File: src/rtl/uart_rx_param.sv
// Parametrised UART receiver: glitch-rejecting start detect, 3-sample majority vote,
// optional parity, 1/2 stop bits, parity/framing/overrun flags and a valid/ready output.
module uart_rx_param #(
    parameter int CLK_FREQ   = 100000000,
    parameter int BAUD       = 19200,
    parameter int DATA_BITS  = 8,
    parameter int PARITY     = 0,
    parameter int STOP_BITS  = 1,
    parameter int OVERSAMPLE = 16
) (
    input  logic                 sys_clk,
    input  logic                 sys_rstH,
    input  logic                 uart_REC_dataH,
    output logic [DATA_BITS-1:0] rx_dataH,
    output logic                 rx_validH,
    input  logic                 rx_readyH,
    output logic                 parity_errH,
    output logic                 frame_errH,
    output logic                 overrun_errH,
    output logic                 busyH
);

    localparam int DIV   = (CLK_FREQ + (BAUD * OVERSAMPLE) / 2) / (BAUD * OVERSAMPLE);
    localparam int DIV_W = (DIV > 1) ? $clog2(DIV) : 1;
    localparam int OS_W  = $clog2(OVERSAMPLE);

    localparam logic [DIV_W-1:0] DIV_LAST  = DIV_W'(DIV - 1);
    localparam logic [OS_W-1:0]  OS_LAST   = OS_W'(OVERSAMPLE - 1);
    localparam logic [OS_W-1:0]  OS_SAMP_A = OS_W'(OVERSAMPLE / 2 - 1);
    localparam logic [OS_W-1:0]  OS_SAMP_B = OS_W'(OVERSAMPLE / 2);
    localparam logic [OS_W-1:0]  OS_SAMP_C = OS_W'(OVERSAMPLE / 2 + 1);
    localparam logic [3:0]       DATA_LAST = 4'(DATA_BITS - 1);
    localparam logic [3:0]       STOP_LAST = 4'(STOP_BITS - 1);

    typedef enum logic [2:0] {
        S_IDLE,
        S_START,
        S_DATA,
        S_PAR,
        S_STOP,
        S_WAIT
    } state_t;

    state_t                 r_state;
    state_t                 r_next;
    logic                   r_sync1;
    logic                   r_sync2;
    logic                   r_sync3;
    logic [DIV_W-1:0]       r_div_cnt;
    logic [OS_W-1:0]        r_os_cnt;
    logic [3:0]             r_bit_cnt;
    logic [1:0]             r_samp;
    logic [DATA_BITS-1:0]   r_shift;
    logic                   r_par_err;
    logic                   r_frame_pend;
    logic [DATA_BITS-1:0]   r_data;
    logic                   r_valid;
    logic                   r_perr;
    logic                   r_ferr;
    logic                   r_ovr;

    logic                   w_start;
    logic                   w_tick;
    logic                   w_bit_end;
    logic                   w_maj_pt;
    logic                   w_maj;
    logic                   w_par_exp;
    logic                   w_done;
    logic                   w_frame_err;

    always_ff @(posedge sys_clk or posedge sys_rstH) begin
        if (sys_rstH) begin
            r_sync1 <= 1'b1;
            r_sync2 <= 1'b1;
            r_sync3 <= 1'b1;
        end else begin
            r_sync1 <= uart_REC_dataH;
            r_sync2 <= r_sync1;
            r_sync3 <= r_sync2;
        end
    end

    assign w_start     = (r_state == S_IDLE) && r_sync3 && !r_sync2;
    assign w_tick      = (r_div_cnt == DIV_LAST);
    assign w_bit_end   = w_tick && (r_os_cnt == OS_LAST);
    assign w_maj_pt    = w_tick && (r_os_cnt == OS_SAMP_C);
    assign w_maj       = (r_samp[0] & r_samp[1]) | (r_samp[0] & r_sync2) | (r_samp[1] & r_sync2);
    assign w_par_exp   = (PARITY == 2) ? (^r_shift) : ~(^r_shift);
    assign w_done      = (r_state == S_STOP) && w_maj_pt && (r_bit_cnt == STOP_LAST);
    assign w_frame_err = r_frame_pend | ~w_maj;

    // Tick divider restarts on the start edge so every sample lands at a fixed bit phase
    always_ff @(posedge sys_clk or posedge sys_rstH) begin
        if (sys_rstH) begin
            r_div_cnt <= '0;
            r_os_cnt  <= '0;
        end else begin
            if (w_start || w_tick) begin
                r_div_cnt <= '0;
            end else begin
                r_div_cnt <= r_div_cnt + 1'b1;
            end
            if (w_start || (r_state == S_IDLE) || (r_state == S_WAIT)) begin
                r_os_cnt <= '0;
            end else if (w_tick) begin
                r_os_cnt <= w_bit_end ? '0 : r_os_cnt + 1'b1;
            end
        end
    end

    always_ff @(posedge sys_clk or posedge sys_rstH) begin
        if (sys_rstH) begin
            r_state <= S_IDLE;
        end else begin
            r_state <= r_next;
        end
    end

    always_comb begin
        r_next = r_state;
        case (r_state)
            S_IDLE:  if (w_start) r_next = S_START;
            S_START: begin
                if (w_maj_pt && w_maj) begin
                    r_next = S_IDLE;
                end else if (w_bit_end) begin
                    r_next = S_DATA;
                end
            end
            S_DATA: begin
                if (w_bit_end && (r_bit_cnt == DATA_LAST)) begin
                    r_next = (PARITY != 0) ? S_PAR : S_STOP;
                end
            end
            S_PAR:   if (w_bit_end) r_next = S_STOP;
            S_STOP:  if (w_done) r_next = w_frame_err ? S_WAIT : S_IDLE;
            S_WAIT:  if (r_sync2) r_next = S_IDLE;
            default: r_next = S_IDLE;
        endcase
    end

    // Bit counter restarts on every state change; it counts data bits or stop bits
    always_ff @(posedge sys_clk or posedge sys_rstH) begin
        if (sys_rstH) begin
            r_bit_cnt    <= '0;
            r_par_err    <= 1'b0;
            r_frame_pend <= 1'b0;
        end else begin
            if (r_next != r_state) begin
                r_bit_cnt <= '0;
            end else if (w_bit_end) begin
                r_bit_cnt <= r_bit_cnt + 1'b1;
            end
            if (w_start) begin
                r_par_err    <= 1'b0;
                r_frame_pend <= 1'b0;
            end else begin
                if ((r_state == S_PAR) && w_maj_pt) r_par_err <= w_maj ^ w_par_exp;
                if ((r_state == S_STOP) && w_maj_pt && !w_maj) r_frame_pend <= 1'b1;
            end
        end
    end

    always_ff @(posedge sys_clk) begin
        if (w_tick && (r_os_cnt == OS_SAMP_A)) r_samp[0] <= r_sync2;
        if (w_tick && (r_os_cnt == OS_SAMP_B)) r_samp[1] <= r_sync2;
        if ((r_state == S_DATA) && w_maj_pt) begin
            r_shift <= {w_maj, r_shift[DATA_BITS-1:1]};
        end
    end

    // A completed word is dropped (with an overrun pulse) only while the held word is unconsumed
    always_ff @(posedge sys_clk or posedge sys_rstH) begin
        if (sys_rstH) begin
            r_data  <= '0;
            r_valid <= 1'b0;
            r_perr  <= 1'b0;
            r_ferr  <= 1'b0;
            r_ovr   <= 1'b0;
        end else begin
            r_ovr <= 1'b0;
            if (w_done) begin
                if (!r_valid || rx_readyH) begin
                    r_data  <= r_shift;
                    r_perr  <= r_par_err;
                    r_ferr  <= w_frame_err;
                    r_valid <= 1'b1;
                end else begin
                    r_ovr <= 1'b1;
                end
            end else if (rx_readyH) begin
                r_valid <= 1'b0;
            end
        end
    end

    assign rx_dataH     = r_data;
    assign rx_validH    = r_valid;
    assign parity_errH  = r_perr;
    assign frame_errH   = r_ferr;
    assign overrun_errH = r_ovr;
    assign busyH        = (r_state != S_IDLE);

endmodule

File: config.mk
export PLATFORM = sky130hd
export DESIGN_NAME = uart_rx_param
export DESIGN_NICKNAME = d
export VERILOG_FILES = /design/src/rtl/uart_rx_param.sv
export SDC_FILE = /design/constraint.sdc
export NUM_CORES = 1
export LEC_CHECK = 0
export ABC_AREA = 0
export BUFFER_PORTS_ARGS = -buffer_cell sky130_fd_sc_hd__clkbuf_2
export CAP_MARGIN = 30
export CORE_ASPECT_RATIO = 0.75
export CORE_MARGIN = 1
export CORE_UTILIZATION = 50
export DETAILED_ROUTE_END_ITERATION = 7
export HOLD_SLACK_MARGIN = 0.03
export PLACE_DENSITY = 0.68
export SLEW_MARGIN = 20
export SYNTH_ARGS = -nofsm -noshare
export SYNTH_HDL_FRONTEND = slang
export SYNTH_SLANG_ARGS = --single-unit
File: constraint.sdc
create_clock -name sys_clk -period 6.8 [get_ports sys_clk]
set_clock_uncertainty 0.15 [all_clocks]
set_input_delay 1.36 -clock sys_clk [delete_from_list [all_inputs] [get_ports sys_clk]]
set_output_delay 1.36 -clock sys_clk [all_outputs]
set_load 0.01 [all_outputs]
Word-level counts from Yosys, hierarchy flattened --
Cells that the tools add are included.
Storage, ports and cells: register bits after elaboration 47, word-level logic and storage cells 97
Cells by class: add/subtract/negate cells 3, reductions and logical operators 31, bitwise logic cells 9, mux-type cells 24, eq/ne operators 13
Operators by type and width (number):
- 3-bit two-way mux | 8
- 4-bit two-way mux | 5
- 3-bit one-hot mux with 6 select lines | 1
- 1-bit logical AND | 13
- 4-bit equality test, second input constant | 3
- 2-bit nonzero test | 5
- 9-bit by 1-bit adder with 9-bit output, second input constant | 1
- 9-bit equality test, second input constant | 1
- 1-bit two-way mux | 9
- 9-bit two-way mux | 1
- 4-bit by 1-bit adder with 4-bit output, second input constant | 2
- 4-bit by 3-bit equality test with 1-bit output, second input constant | 2
- 8-bit XOR reduction | 1
- 3-bit by 2-bit equality test with 1-bit output, second input constant | 2
- 3-bit equality test, second input constant | 2
- 4-bit logical NOT | 1
- 1-bit logical OR | 4
- 2-bit AND reduction | 2
- 1-bit bitwise AND | 3
- 3-bit by 1-bit equality test with 1-bit output, second input constant | 1
- 1-bit logical NOT | 3
- 3-bit logical NOT | 1
- 3-bit != test | 1
- 1-bit OR | 3
- other kinds (4) | 5

Logic depth before layout (Yosys ltp) --
Gate-level depths: netlist (run 1).
depth after elaboration 10, depth in mapped cells 8, depth with buffers taken out 6

Worst setup path after synthesis (run 1) --
Ideal clock, no wire load.
kind register to register, from register r_div_cnt[1], to register r_shift[0], enable pin, data required time 6.267 ns, arrival time 1.886 ns, buffers on the path 1, cell stages (with the launch flop) 7, setup slack 4.380 ns, cells stage by stage dfrtp_1 inv_1 ha_1 and4b_1 clkbuf_1 nand4_4 nor3_1
On the way: longest elaborated chain between the ends 3
Ends and longest elaborated chain:
- start: declaration | RTL line 49 | logic [DIV_W-1:0] r_div_cnt;
- start signal: assignment | RTL line 101 | r_div_cnt <= r_div_cnt + 1'b1;
- 9-bit equality test | RTL line 84 | assign w_tick = (r_div_cnt == DIV_LAST);
- 1-bit logical AND | RTL line 86 | assign w_maj_pt = w_tick && (r_os_cnt == OS_SAMP_C);
- 1-bit logical AND | RTL line 167 | if ((r_state == S_DATA) && w_maj_pt) begin
- end signal: assignment | RTL line 168 | r_shift <= {w_maj, r_shift[DATA_BITS-1:1]};
- end: declaration | RTL line 53 | logic [DATA_BITS-1:0] r_shift;
Every way passes these cells. A chain may end at the register's enable or synchronous reset.

Worst setup path after layout (run 1) --
from register r_state[2], to output port busyH
On the way: longest elaborated chain between the ends 1
Ends and longest elaborated chain:
- start: declaration | RTL line 44 | state_t r_state;
- start signal: assignment | RTL line 115 | r_state <= r_next;
- 3-bit nonzero test | RTL line 202 | assign busyH = (r_state != S_IDLE);
- end: declaration | RTL line 20 | output logic busyH
Every way passes these cells.

==> impl_metrics.yaml, run 1 <==
status:
  outcome: "finished, final reports clean"
critical_path:
  timing.critical_path.fanout_max: 9
  crit_required_ps: 5290
  crit_type: "reg -> out"
  critPathLaunchType: "flop"
  critPathArrivalTime_ps: 1250
  worstSetupEndpointType: "primary output"
route:
  via_count: 1510
  detail_route.iter0.violations: 127
  drt-vias-per-instance: 5.63
  remaining_drc_errors: 0
  post_drt_wl_per_cell_um: 15.0
  wl_um: 4030
  antenna_left: 0
  detailedRoute.firstPassIterationCount: 4
synthesis:
  syn_inst: 191
  synth-warning-count: 0
  synth_seq_area_share: 0.548
  dominantRegCellSynth: "sky130_fd_sc_hd__dfrtp_1"
  netlist.top_cell.by_area: "sky130_fd_sc_hd__dfrtp_1"
  syn_area_per_cell_um2: 11.7
  ys_ff_latch: 47
  ys_async_sr_fraction: 0.787
  synth.top_cells.by_count: "34 x sky130_fd_sc_hd__dfrtp_1, 16 x sky130_fd_sc_hd__nor2_1, 12 x sky130_fd_sc_hd__nand2_1, 12 x sky130_fd_sc_hd__xnor2_1, 11 x sky130_fd_sc_hd__mux2_2"
  area_share_of_the_leading_cell_type_in_the_synthesized_netlist: 0.379
  mappedNetlistNets: 202
  yosysMostFrequentCell: "sky130_fd_sc_hd__dfrtp_1"
  synth.cell_area_um2: 2240
  post_synth_main_area_contributors: "sky130_fd_sc_hd__dfrtp_1 38%, sky130_fd_sc_hd__edfxtp_1 13%, sky130_fd_sc_hd__mux2_2 5.5%"
  synth_cell_types: 44
  synth-edff-count: 10
die:
  design.die.area_um2: 4760
  initial_utilization: 0.537
  pin_count: 17
  die_width_um: 79.3
  rows: 20
  floorplan.die.height_um: 60.0
  floorplan.core_area_um2: 4180
global_route:
  antenna_violations_before_repair: 0
  track_usage: 0.197
  largest_net_degree_at_the_start_of_global_routing: 38
  grt_first_pass_wirelength_um: 6870
  globalRouteOverflowTotal: 0
  number_of_global_route_vias_before_repair: 1465
clock_network:
  worstSkewPairLatency_ps: 310
  tritoncts.num_buffers: 5
  clk_pin_slew_worst_paths_ps: 90
  cts.hold.buffers_added: 0
  htree_levels: 2
  cts_setup_buffers: 0
  clock_tree.buffer_depth: 2
  ctsRootBufferMaster: "sky130_fd_sc_hd__clkbuf_8"
  number_of_gates_resized_after_cts: 0
  cts_num_sinks: 47
  cts_tree: "yes"
sta:
  max_freq_ghz: 0.362
  finalCriticalPeriod_ps: 2760
  final.period_utilization: 0.406
  accumulated_negative_setup_slack_ps: 0
  finalMaxSlewViolations: 0
  timing.final.hold_violations: 0
  finalSetupViolCount: 0
  grt_setup_unrepaired: "false"
  max_slew.worst_pin.slew_ps: 784
  relSlewSlack: 0.475
cells_and_area:
  inserted_diodes: 0
  layout_cells_sized_above_1: 0.202
  design.final.nets: 223
  synthesis_to_finish_area_growth_pct: 10.2
  post_layout_inst_area_um2: 2470
hold_path:
  hold_class: "reg -> reg"
power:
  share_of_power_burned_in_combinational_logic: 0.135
  power.clock.fraction: 0.287
  cell_internal_pwr_uw: 414
  switching_share: 0.290
  p_switching_uw: 169
  power-per-cell-area_nw_per_um2: 236
  vdd_ir_drop_max_uv: 167
  power.leakage_uw: 0.00108
  p_seq_frac: 0.578
placement:
  dp_hpwl_um: 2900
  number_of_buffers_added_on_ports: 16
  dpl-instance-area_um2: 2380
  gp_routability_congestion: 0.741
job:
  maxCapViolations: 0
-- cells by family (layout without fill, tap and decap cells) --
| logic type | after synthesis | after routing | synth area share |
|---|---|---|---|
| XOR/XNOR | 18 | 18 | 0.0764 |
| multiplexers | 12 | 12 | 0.0597 |
| adder cells (fa/ha/maj) | 8 | 8 | 0.0435 |
| buffers and inverters | 15 | 37 | 0.0284 |
| AND/OR/NAND/NOR | 68 | 68 | 0.173 |
| AO/OA/AOI/OAI | 23 | 23 | 0.0703 |
| flip-flops | 47 | 47 | 0.548 |
-- power by group through the flow --
| stage | Clock [µW] | Combinational, µW | Sequential (µW) |
|---|---|---|---|
| detailed placement | 0 | 78.2 | 343 |
| floorplan | 0 | 64.5 | 336 |
| global route | 181 | 88.3 | 341 |
| CTS | 174 | 79.1 | 337 |
| global placement | 0 | 74.6 | 342 |
| finish | 168 | 78.5 | 337 |
-- registers in the layout, indices dropped and copies added, names as in the netlist, 2 cells and up --
name,flops
r_shift,8
r_state,3
r_samp,2
r_os_cnt,4
r_bit_cnt,4
r_div_cnt,9
rx_dataH,8
-- worst max-delay path: stages (launching register included) --
cell and delay (ps):
sky130_fd_sc_hd__dfrtp_1 440, sky130_fd_sc_hd__clkinv_1 240, sky130_fd_sc_hd__nand3_1 130, sky130_fd_sc_hd__clkbuf_2 140
-- stage by stage --
| step | cells | setup slack (ps) | hold slack (ps) | util | power, µW |
|---|---|---|---|---|---|
| 2_1_floorplan | 191 | 4380 | 195 | - | 400 |
| 3_3_place_gp | 259 | 3940 | 200 | 0.569 | 416 |
| 3_5_place_dp | 260 | 3880 | 200 | 0.570 | 421 |
| 4_1_cts | 268 | 4040 | 213 | 0.591 | 590 |
| 5_1_grt | 268 | 3940 | 218 | 0.591 | 611 |
| 6_report | 268 | 4040 | 212 | 0.591 | 583 |
-- cell usage in the layout (no fill, tap or decap), types with 2 or more instances in the layout --
cell / n
sky130_fd_sc_hd__a21oi_1: 7
sky130_fd_sc_hd__nand3_1: 8
sky130_fd_sc_hd__nand2b_1: 2
sky130_fd_sc_hd__and3_1: 2
sky130_fd_sc_hd__o31ai_1: 3
sky130_fd_sc_hd__nand4_1: 4
sky130_fd_sc_hd__xnor2_1: 12
sky130_fd_sc_hd__nor4_1: 3
sky130_fd_sc_hd__ha_1: 7
sky130_fd_sc_hd__inv_1: 10
sky130_fd_sc_hd__o311ai_0: 2
sky130_fd_sc_hd__mux2_2: 11
sky130_fd_sc_hd__dfstp_2: 3
sky130_fd_sc_hd__or3_1: 2
sky130_fd_sc_hd__nand2_1: 12
sky130_fd_sc_hd__dfrtp_1: 34
sky130_fd_sc_hd__o21ai_0: 2
sky130_fd_sc_hd__a2111oi_0: 4
sky130_fd_sc_hd__clkbuf_2: 16
sky130_fd_sc_hd__nor3_1: 5
sky130_fd_sc_hd__xor2_1: 5
sky130_fd_sc_hd__clkbuf_8: 5
sky130_fd_sc_hd__nor2_1: 16
sky130_fd_sc_hd__nor2b_1: 4
sky130_fd_sc_hd__edfxtp_1: 10
sky130_fd_sc_hd__clkinv_1: 2
-- worst paths after layout --
kind	from	to	slack, ps	cells after the start
worst max register to register	r_div_cnt[4]$_DFF_PP0_	rx_dataH[0]$_DFFE_PP0P_	4110	4
max in group asynchronous	sys_rstH	r_sync3$_DFF_PP1_	5180	3
worst min-delay path	r_sync1$_DFF_PP1_	r_sync2$_DFF_PP1_	210	0
min in group asynchronous	sys_rstH	r_div_cnt[3]$_DFF_PP0_	970	3
worst min register to register	r_sync1$_DFF_PP1_	r_sync2$_DFF_PP1_	210	0
worst max-delay path	r_state[2]$_DFF_PP0_	busyH	4040	3
-- per-layer routing --
layer,up-vias,part of all wire,track usage
met5,-,0,0
met4,0,0.020,0.106
met3,8,0.054,0.0427
met2,47,0.48,0.313
met1,729,0.45,0.256
li1,726,-,-
-- final cells by class --
cell class	count	area (µm²)
inverter	11	41.3
fill	328	1710
clock buffer	5	68.8
multi-input combinational	129	950
clock inverter	3	20.0
timing repair buffer	18	92.6
tap	55	68.8
sequential	47	1230
Note: power is estimated with default switching activity, not from simulation.
==> run 2, diff against run 1 <==
==> constraint.sdc (replaced) <==
create_clock -name sys_clk -period 2.7 [get_ports sys_clk]
set_clock_uncertainty 0.15 [all_clocks]
set_input_delay 0.54 -clock sys_clk [delete_from_list [all_inputs] [get_ports sys_clk]]
set_output_delay 0.54 -clock sys_clk [all_outputs]
set_load 0.01 [all_outputs]
==> impl_metrics.yaml, run 2 (synthesized netlist as in run 1, its figures left out) <==
status:
  outcome: "finished, final reports clean"
cells_and_area:
  final-seq-area_um2: 1230
  layout_cells_sized_above_1: 0.214
  post_layout_inst_area_um2: 2500
  largest_register: "r_div_cnt"
  multiInputGateArea_um2: 950
  inserted_diodes: 0
  nFillCells: 339
  synthesis_to_finish_area_growth_pct: 11.4
  design.final.nets: 225
  max_reg_flops: 9
  final_cell_mix: "34 x sky130_fd_sc_hd__dfrtp_1, 16 x sky130_fd_sc_hd__nor2_1, 16 x sky130_fd_sc_hd__clkbuf_2, 12 x sky130_fd_sc_hd__nand2_1, 12 x sky130_fd_sc_hd__xnor2_1"
  final_common_cell: "sky130_fd_sc_hd__dfrtp_1"
global_route:
  antenna_violations_before_repair: 0
  track_usage: 0.213
  globalRouteOverflowTotal: 0
  grt_first_pass_wirelength_um: 7350
  largest_net_degree_at_the_start_of_global_routing: 38
  number_of_global_route_vias_before_repair: 1503
die:
  floorplan.core_area_um2: 4180
  floorplan.die.height_um: 60.0
  design.die.area_um2: 4760
  pin_count: 17
  die_width_um: 79.3
  rows: 20
  initial_utilization: 0.537
placement:
  number_of_buffers_added_on_ports: 16
  gp_routability_congestion: 0.867
  dpl-instance-area_um2: 2400
  dpl_worst_slack_ps: 381
  dp_hpwl_um: 3240
power:
  power.leakage_uw: 0.00110
  power-per-cell-area_nw_per_um2: 611
  vdd_ir_drop_max_uv: 437
clock_network:
  cts_num_sinks: 47
  cts_setup_buffers: 0
  cts.hold.buffers_added: 0
  clk_pin_slew_worst_paths_ps: 90
  htree_levels: 2
  number_of_gates_resized_after_cts: 0
  clock_tree.buffer_depth: 2
  ctsRootBufferMaster: "sky130_fd_sc_hd__clkbuf_8"
  tritoncts.num_buffers: 5
  cts_tree: "yes"
  worstSkewPairLatency_ps: 310
sta:
  relSlewSlack: 0.492
  finalMaxSlewViolations: 0
  final.period_utilization: 0.918
  worst_hold_slack_ps: 146
  max_freq_ghz: 0.403
  accumulated_negative_setup_slack_ps: 0
  finalCriticalPeriod_ps: 2480
  max_slew.worst_pin.slew_ps: 756
  fin_ws_ps: 221
  timing.final.hold_violations: 0
  grt_setup_unrepaired: "false"
  finalSetupViolCount: 0
critical_path:
  worstPathCellList: "inv_1 -> ha_1 -> and4b_1 -> nand4_4 -> nor4_1 -> a2111oi_0"
  timing.critical_path.fanout_max: 10
  worst_path_dominant_cell_family: "simple AND/OR/NAND/NOR gates"
  critPathArrivalTime_ps: 2470
  critPathLaunchType: "flop"
  crit_required_ps: 2690
  worstSetupEndpointType: "flop"
  crit_type: "reg -> reg"
  timing.critical_path.buf_inv: 1
  worst_path_max_stage_delay_ps: 710
  crit_path_top_delay_cell: "sky130_fd_sc_hd__nor4_1"
route:
  antenna_left: 0
  remaining_drc_errors: 0
  wl_um: 4470
  detail_route.iter0.violations: 135
  via_count: 1555
  drt-vias-per-instance: 5.76
  post_drt_wl_per_cell_um: 16.6
  detailedRoute.firstPassIterationCount: 4
job:
  maxCapViolations: 0
hold_path:
  hold_class: "in -> async"
run 2: changes by cell type in the layout (fill, tap and decap cells not counted), sizes merged:
cell,delta
clkbuf,+1
clkinv,-1
buf,+2
run 2: per-layer routing:
layer,up-vias,track usage,share of wire,wire length (µm)
met5,-,0,0,0
met4,0,0.109,0.012,55
met3,10,0.0550,0.058,261
met2,49,0.323,0.47,2110
met1,770,0.286,0.46,2050
li1,726,-,-,-
run 2: path summary, 6_finish.rpt:
path                       slack [ps]  depth (start not counted)                    from                        to
max                               220                          6  r_div_cnt[1]$_DFF_PP0_  r_bit_cnt[0]$_DFFE_PP0P_
min                               150                          3                sys_rstH    r_div_cnt[5]$_DFF_PP0_
max reg2reg                       220                          6  r_div_cnt[1]$_DFF_PP0_  r_bit_cnt[0]$_DFFE_PP0P_
min reg2reg                       210                          0       r_sync1$_DFF_PP1_         r_sync2$_DFF_PP1_
max in group asynchronous        1890                          3                sys_rstH         r_sync3$_DFF_PP1_
min in group sys_clk              160                          1          uart_REC_dataH         r_sync1$_DFF_PP1_
run 2: stage by stage:
stage,util,total power [µW],std cells
after floorplan,-,1010,191
final,0.598,1530,270
after global routing,0.598,1590,270
after CTS,0.598,1530,270
after detailed placement,0.574,1080,262
after global placement,0.574,1060,262
run 2: area by class of cell:
class                   count  share of cell area
flip-flops and latches     47               0.492
multi-input cells         129               0.380
repair buffers             20              0.0441
clock buffers               6              0.0330
well taps                  55              0.0275
inverters                  11              0.0165
clock inverters             2             0.00651
run 2: power by group:
part | internal (µW) | total (µW) | switching, µW
Sequential | 776 | 852 | 76.1
Combinational | 96.3 | 212 | 116
Clock | 209 | 462 | 253
run 2: worst min-delay path: stages:
cell	delay, ps
sky130_fd_sc_hd__clkbuf_2	80
sky130_fd_sc_hd__inv_1	40
sky130_fd_sc_hd__buf_4	390
